**config.mk**
```make
export PLATFORM = sky130hd
export DESIGN_NAME = cpu_sequencer
export DESIGN_NICKNAME = d
export VERILOG_FILES = /design/src/rtl/cpu_seq_pkg.sv /design/src/rtl/mem_wait_timer.sv /design/src/rtl/cpu_sequencer.sv
export SDC_FILE = /design/constraint.sdc
export NUM_CORES = 1
export LEC_CHECK = 0
export CAP_MARGIN = 20
export CORE_MARGIN = 2
export CORE_UTILIZATION = 41
export CTS_CLUSTER_DIAMETER = 60
export DETAILED_ROUTE_END_ITERATION = 8
export PLACE_DENSITY = 0.75
export RECOVER_POWER = 25
export SYNTH_ARGS = -nofsm -noshare
export SYNTH_HDL_FRONTEND = slang
export SYNTH_HIERARCHICAL = 1
export SYNTH_SLANG_ARGS = --single-unit
```
**constraint.sdc**
```tcl
create_clock -name clk -period 2.2 [get_ports clk]
set_clock_uncertainty 0.2 [all_clocks]
set_input_delay 0.44 -clock clk [delete_from_list [all_inputs] [get_ports clk]]
set_output_delay 0.44 -clock clk [all_outputs]
set_load 0.02 [all_outputs]
```
**src/rtl/cpu_seq_pkg.sv**
```systemverilog
// Shared types and constants for the cpu_sequencer control FSM.
// The PAUSE state exists only when SEQ_SINGLE_STEP_EN is defined.
package cpu_seq_pkg;

  localparam int unsigned DATA_W              = 8;
  localparam int unsigned PHASE_W             = 3;
  localparam int unsigned CNT_W               = 16;
  localparam int unsigned TIMER_W             = 8;
  localparam logic [DATA_W-1:0] SP_LIMIT_DEFAULT = 8'h7F;
  localparam int unsigned MEM_TIMEOUT_DEFAULT = 15;

  localparam logic [3:0] OP_JAL = 4'b1001;
  localparam logic [3:0] OP_LW  = 4'b1010;
  localparam logic [3:0] OP_SW  = 4'b1011;
  localparam logic [3:0] OP_BEQ = 4'b1100;
  localparam logic [3:0] OP_BNE = 4'b1101;

  localparam logic [PHASE_W-1:0] PH_FETCH   = 3'b000;
  localparam logic [PHASE_W-1:0] PH_DECODE  = 3'b001;
  localparam logic [PHASE_W-1:0] PH_REGREAD = 3'b010;
  localparam logic [PHASE_W-1:0] PH_EXEC    = 3'b011;
  localparam logic [PHASE_W-1:0] PH_MEM     = 3'b100;
  localparam logic [PHASE_W-1:0] PH_WBSEL   = 3'b101;
  localparam logic [PHASE_W-1:0] PH_WB      = 3'b110;
  localparam logic [PHASE_W-1:0] PH_PCUPD   = 3'b111;

  typedef enum logic [3:0] {
    ST_IDLE,
    ST_FETCH,
    ST_DECODE,
    ST_REGREAD,
    ST_EXEC,
    ST_MEM,
    ST_WBSEL,
    ST_WB,
    ST_PCUPD,
    ST_HALT
`ifdef SEQ_SINGLE_STEP_EN
    , ST_PAUSE
`endif
  } state_e;

  // Phase code presented on the phase port; IDLE/HALT read as 000.
  function automatic logic [PHASE_W-1:0] phase_of(input state_e s);
    logic [PHASE_W-1:0] ph;
    ph = PH_FETCH;
    case (s)
      ST_DECODE:  ph = PH_DECODE;
      ST_REGREAD: ph = PH_REGREAD;
      ST_EXEC:    ph = PH_EXEC;
      ST_MEM:     ph = PH_MEM;
      ST_WBSEL:   ph = PH_WBSEL;
      ST_WB:      ph = PH_WB;
      ST_PCUPD:   ph = PH_PCUPD;
`ifdef SEQ_SINGLE_STEP_EN
      ST_PAUSE:   ph = PH_PCUPD;
`endif
      default:    ph = PH_FETCH;
    endcase
    return ph;
  endfunction

endpackage

```
**src/rtl/mem_wait_timer.sv**
```systemverilog
// Counts cycles spent waiting on data memory; expired_c flags the last
// allowed waiting cycle so the FSM can fault on the following edge.
module mem_wait_timer
  import cpu_seq_pkg::*;
#(
  parameter int unsigned LIMIT = MEM_TIMEOUT_DEFAULT
) (
  input  logic clk,
  input  logic rst_n,
  input  logic clr,
  input  logic en,
  output logic expired_c
);

  localparam logic [TIMER_W-1:0] LAST = TIMER_W'(LIMIT - 1);

  logic [TIMER_W-1:0] count_q;

  always_ff @(posedge clk or negedge rst_n) begin
    if (!rst_n) begin
      count_q <= '0;
    end else if (clr) begin
      count_q <= '0;
    end else if (en && !expired_c) begin
      count_q <= count_q + TIMER_W'(1);
    end
  end

  assign expired_c = (count_q >= LAST);

endmodule

```
**src/rtl/cpu_sequencer.sv**
```systemverilog
// Multi-cycle control FSM stepping the 8-bit CPU datapath through its phases.
// Optional single-step support (step_mode/step, PAUSE) under SEQ_SINGLE_STEP_EN.
module cpu_sequencer
  import cpu_seq_pkg::*;
#(
  parameter logic [DATA_W-1:0] SP_LIMIT    = SP_LIMIT_DEFAULT,
  parameter int unsigned       MEM_TIMEOUT = MEM_TIMEOUT_DEFAULT
) (
  input  logic               clk,
  input  logic               rst_n,
  input  logic               start,
  input  logic [DATA_W-1:0]  instruction,
  input  logic [DATA_W-1:0]  sp,
  input  logic               mem_r_en,
  input  logic               mem_w_en,
  input  logic               reg_w_en,
`ifdef SEQ_SINGLE_STEP_EN
  input  logic               step_mode,
  input  logic               step,
`endif
  input  logic               mem_ready,
  output logic               fetch_en,
  output logic               decode_en,
  output logic               regread_en,
  output logic               execute_en,
  output logic               wbsel_en,
  output logic               writeback_en,
  output logic               pc_en,
  output logic               mem_req,
  output logic [PHASE_W-1:0] phase,
  output logic               busy,
  output logic               halted,
  output logic               fault,
  output logic [CNT_W-1:0]   instr_count
);

  state_e           state_q, state_d;
  logic             fault_q;
  logic [CNT_W-1:0] instr_count_q;

  logic halt_chk;
  logic fault_set, fault_clr, retire;
  logic timer_clr, timer_en, timer_expired;

  assign halt_chk = (instruction == 8'h00) || (sp < SP_LIMIT);

  mem_wait_timer #(
    .LIMIT (MEM_TIMEOUT)
  ) u_timer (
    .clk       (clk),
    .rst_n     (rst_n),
    .clr       (timer_clr),
    .en        (timer_en),
    .expired_c (timer_expired)
  );

  always_ff @(posedge clk or negedge rst_n) begin
    if (!rst_n) begin
      state_q <= ST_IDLE;
    end else begin
      state_q <= state_d;
    end
  end

  // Next state and phase strobes, decoded from the registered state.
  always_comb begin
    state_d      = state_q;
    fetch_en     = 1'b0;
    decode_en    = 1'b0;
    regread_en   = 1'b0;
    execute_en   = 1'b0;
    wbsel_en     = 1'b0;
    writeback_en = 1'b0;
    pc_en        = 1'b0;
    mem_req      = 1'b0;
    fault_set    = 1'b0;
    fault_clr    = 1'b0;
    retire       = 1'b0;
    timer_clr    = 1'b1;
    timer_en     = 1'b0;

    case (state_q)
      ST_IDLE: begin
        if (start) begin
          state_d   = ST_FETCH;
          fault_clr = 1'b1;
        end
      end
      ST_FETCH: begin
        fetch_en = 1'b1;
        state_d  = ST_DECODE;
      end
      ST_DECODE: begin
        if (halt_chk) begin
          state_d = ST_HALT;
        end else begin
          decode_en = 1'b1;
          state_d   = ST_REGREAD;
        end
      end
      ST_REGREAD: begin
        regread_en = 1'b1;
        state_d    = ST_EXEC;
      end
      ST_EXEC: begin
        execute_en = 1'b1;
        state_d    = (mem_r_en || mem_w_en) ? ST_MEM : ST_WBSEL;
      end
      ST_MEM: begin
        mem_req   = 1'b1;
        timer_clr = 1'b0;
        if (mem_ready) begin
          state_d = ST_WBSEL;
        end else if (timer_expired) begin
          state_d   = ST_HALT;
          fault_set = 1'b1;
        end else begin
          timer_en = 1'b1;
        end
      end
      ST_WBSEL: begin
        wbsel_en = 1'b1;
        state_d  = ST_WB;
      end
      ST_WB: begin
        writeback_en = reg_w_en;
        state_d      = ST_PCUPD;
      end
      ST_PCUPD: begin
        pc_en  = 1'b1;
        retire = 1'b1;
`ifdef SEQ_SINGLE_STEP_EN
        state_d = step_mode ? ST_PAUSE : ST_FETCH;
`else
        state_d = ST_FETCH;
`endif
      end
      ST_HALT: begin
        if (start) begin
          state_d   = ST_FETCH;
          fault_clr = 1'b1;
        end
      end
`ifdef SEQ_SINGLE_STEP_EN
      ST_PAUSE: begin
        if (step) begin
          state_d = ST_FETCH;
        end
      end
`endif
      default: begin
        state_d = ST_IDLE;
      end
    endcase
  end

  // Sticky memory-timeout flag, cleared only by a restart or reset.
  always_ff @(posedge clk or negedge rst_n) begin
    if (!rst_n) begin
      fault_q <= 1'b0;
    end else if (fault_set) begin
      fault_q <= 1'b1;
    end else if (fault_clr) begin
      fault_q <= 1'b0;
    end
  end

  always_ff @(posedge clk or negedge rst_n) begin
    if (!rst_n) begin
      instr_count_q <= '0;
    end else if (retire) begin
      instr_count_q <= instr_count_q + CNT_W'(1);
    end
  end

  always_comb begin
    phase  = phase_of(state_q);
    halted = (state_q == ST_HALT);
    busy   = (state_q != ST_IDLE) && (state_q != ST_HALT);
  end

  assign fault       = fault_q;
  assign instr_count = instr_count_q;

endmodule

```
==> summary.txt <==
Die
  • I/O pin total: 53
  • Die Y: 66.9 um
  • Core ar.: 3740 um2
  • DIE WIDTH: 66.9 um
  • Initial core utilization: 43.3%
  • # rows: 22
  • DIE AREA: 4470 um2

Synthesis
  • Sequential share of the synthesized area: 44.8%
  • Syn Inst Count: 166
  • Synthesized area: 1620 um2
  • Post-synth ARST share: 100%
  • Syn_nets: 192
  • Synth Flop Type: dfrtp_1
  • Mapped Avg Cell Area: 9.77 um2
  • Cell taking the most area after synthesis: dfrtp_1
  • Top post-synthesis cells by area: dfrtp_1, xnor2_1, nor2b_1, nand2_1, nand3_1
  • Post-synth EDFFs: 0
  • Share of the synthesized area in the top cell type: 44.8%
  • Ys Warns: 6
  • FF+latch count, synth: 29
  • Netlist cell types: 46

Route
  • Drt via density: 5.15
  • DR vias: 1544
  • Antenna viol nets, final: 0
  • Post-detailed-routing wire length: 3940 um
  • Drt first-iter violations: 87
  • First drt pass iteration count: 4
  • # DRC: 0
  • DR WL/cell: 13.1 um

Global route
  • Number of global-route vias before repair: 1496
  • Initial antenna violation count: 0
  • GRT Resource Usage Total: 19.1%
  • First-pass GRT wire length: 6380 um
  • Largest net degree at the start of global routing: 30
  • Remaining global-route overflow: 0

Pwr
  • Logic gate share of total power: 52.4%
  • Clock power share: 20.0%
  • P_sw: 903 uW
  • Pint: 1.48 mW
  • PnR Total Power: 2.38 mW
  • Sequential power share: 27.6%
  • Power per cell area: 936 nW/um2
  • Max VDD drop: 0.000659 V
  • Sw Share: 37.9%
  • Static Leakage: 1.26 nW

Final layout
  • Post-layout nets: 277
  • Final Cell Area: 2550 um2
  • N_diodes: 0
  • Commonest cells after routing, fill and taps aside: clkdlybuf4s50_1, buf_4, dfrtp_1
  • Multi-input gate area: 901 um2
  • Area growth syn-to-layout: 57.0%
  • Share of cells above drive strength 1: 30.6%
  • FF/Latch Area: 727 um2
  • Fill count: 310

Clocking
  • Reg clk slew, reported paths: 70 ps
  • CTS Root Cell: clkbuf_8
  • Clock buffer depth: 2
  • Max H-tree Level: 2
  • TritonCTS clock tree: done
  • Hold buffers post-CTS: 0
  • Clk sink count: 29
  • TritonCTS buffer count: 5
  • Worst-Skew Late Latency: 280 ps

Worst setup path
  • CP Capture Type: output pin
  • Worst-path maximum fanout: 4
  • Required time of the critical path: 1560 ps
  • Crit path launch type: register
  • CP arrival: 1530 ps
  • CP Class: register to output pin

Placement
  • # port buffers: 52
  • Placed cell areas: 2400 um2
  • Placement Setup Slack: -406 ps
  • Gp weighted congestion: 0.832
  • Post-DP HPWL: 2840 um

STA
  • Final setup viols: 0
  • Tcrit/Tclk final: 98.6%
  • Slew Limit Fails: 0
  • Setup slack after layout: 29.9 ps
  • Minimum clock period: 2170 ps
  • Final hold vios: 0
  • RSZ-0062 raised after global routing: true
  • Headroom to the max-slew limit: 52.7%
  • Max frequency: 461 MHz
  • Worst hold margin: 269 ps
  • Slew @ Worst Pin: 710 ps

Flow run
  • # Max-Cap Violations: 0

Min path
  • HP Class: register to register

Run status
  • Status: complete, no violations
==> registers in the layout (all words and copies together) (netlist names) <==
register and cells:
fault 1, instr_count 16, state_q 4, u_timer/count_q 8
==> per-stage QoR <==
step	TNS (ps)	utilization, %	std cells
global placement	-1060	64.0	289
floorplan	0	-	166
detailed placement	-1110	64.0	289
global route	-41.8	68.0	300
CTS	-75.2	67.0	297
finish	0	68.0	300
==> per-layer routing <==
metal	wire [um]	up-vias	share of wire, %	track usage (%)
li1	-	762	-	-
met5	0	-	0	0
met1	1720	725	44	22.2
met4	46	0	1.2	6.89
met2	1950	53	50	33.3
met3	217	4	5.5	5.24
==> final cells by class <==
class	instances	area share [%]
timing repair buffer	85	28.6
clock buffer	7	3.78
clock inverter	1	0.197
multi-input combinational	122	35.4
sequential	29	28.6
tap	48	2.36
inverter	8	1.18
==> cells by family (layout without fill, tap and decap cells) <==
logic type / Yosys count / in the layout / share of synthesized area (%)
xor+xnor: 15 / 15 / 8.10
compound gates: 29 / 29 / 12.8
mux: 2 / 2 / 1.31
fa+ha+maj: 3 / 3 / 2.32
flops: 29 / 29 / 44.8
simple gates: 73 / 73 / 26.1
buf+inv: 15 / 101 / 4.63
==> power groups by stage <==
stage	Combinational (mW)	Clock, mW	Sequential [mW]
6_report	1.25	0.477	0.657
5_1_grt	1.35	0.510	0.664
4_1_cts	1.21	0.485	0.648
3_5_place_dp	1.21	0	0.655
3_3_place_gp	1.20	0	0.654
2_1_floorplan	0.602	0	0.664
==> critical path, cell delays in order (launching register included) <==
cell and delay, ps:
dfrtp_1 410, or4b_4 580, inv_1 100, buf_2 170
==> Yosys cell counts, drive strengths merged (2+ instances only) <==
library cell and n:
ha 3, a21o 2, clkbuf 4, nand2 13, xor2 5, nor4 6
a211oi 2, buf 3, nand2b 3, xnor2 10, nand3 9, nor2b 8
nor2 12, a41o 2, inv 8, and3 2, or2 2, nand4 5
a21oi 7, nor3 6, a311oi 2, o21ai 3, dfrtp 29
==> final timing paths <==
kind	slack, ps	cells after the start	startpoint	to
worst max-delay path	30	3	state_q[1]$_DFFE_PN0P_	pc_en
worst min-delay path	270	1	instr_count[15]$_DFFE_PN0N_	instr_count[15]$_DFFE_PN0N_
worst max register to register	80	7	u_timer/count_q[7]$_DFFE_PN0P_	u_timer/count_q[2]$_DFFE_PN0P_
worst min register to register	270	1	instr_count[15]$_DFFE_PN0N_	instr_count[15]$_DFFE_PN0N_
max in group asynchronous	760	2	rst_n	state_q[2]$_DFFE_PN0P_
min in group asynchronous	540	2	rst_n	fault$_DFFE_PN0P_
==> repair_timing <==
action                     4_1_cts  5_1_grt
pin swaps                        1        8
setup endpoints to repair       13       13
resized for setup               50       28
setup buffers                    0        3
(Power assumes the default switching activity.)
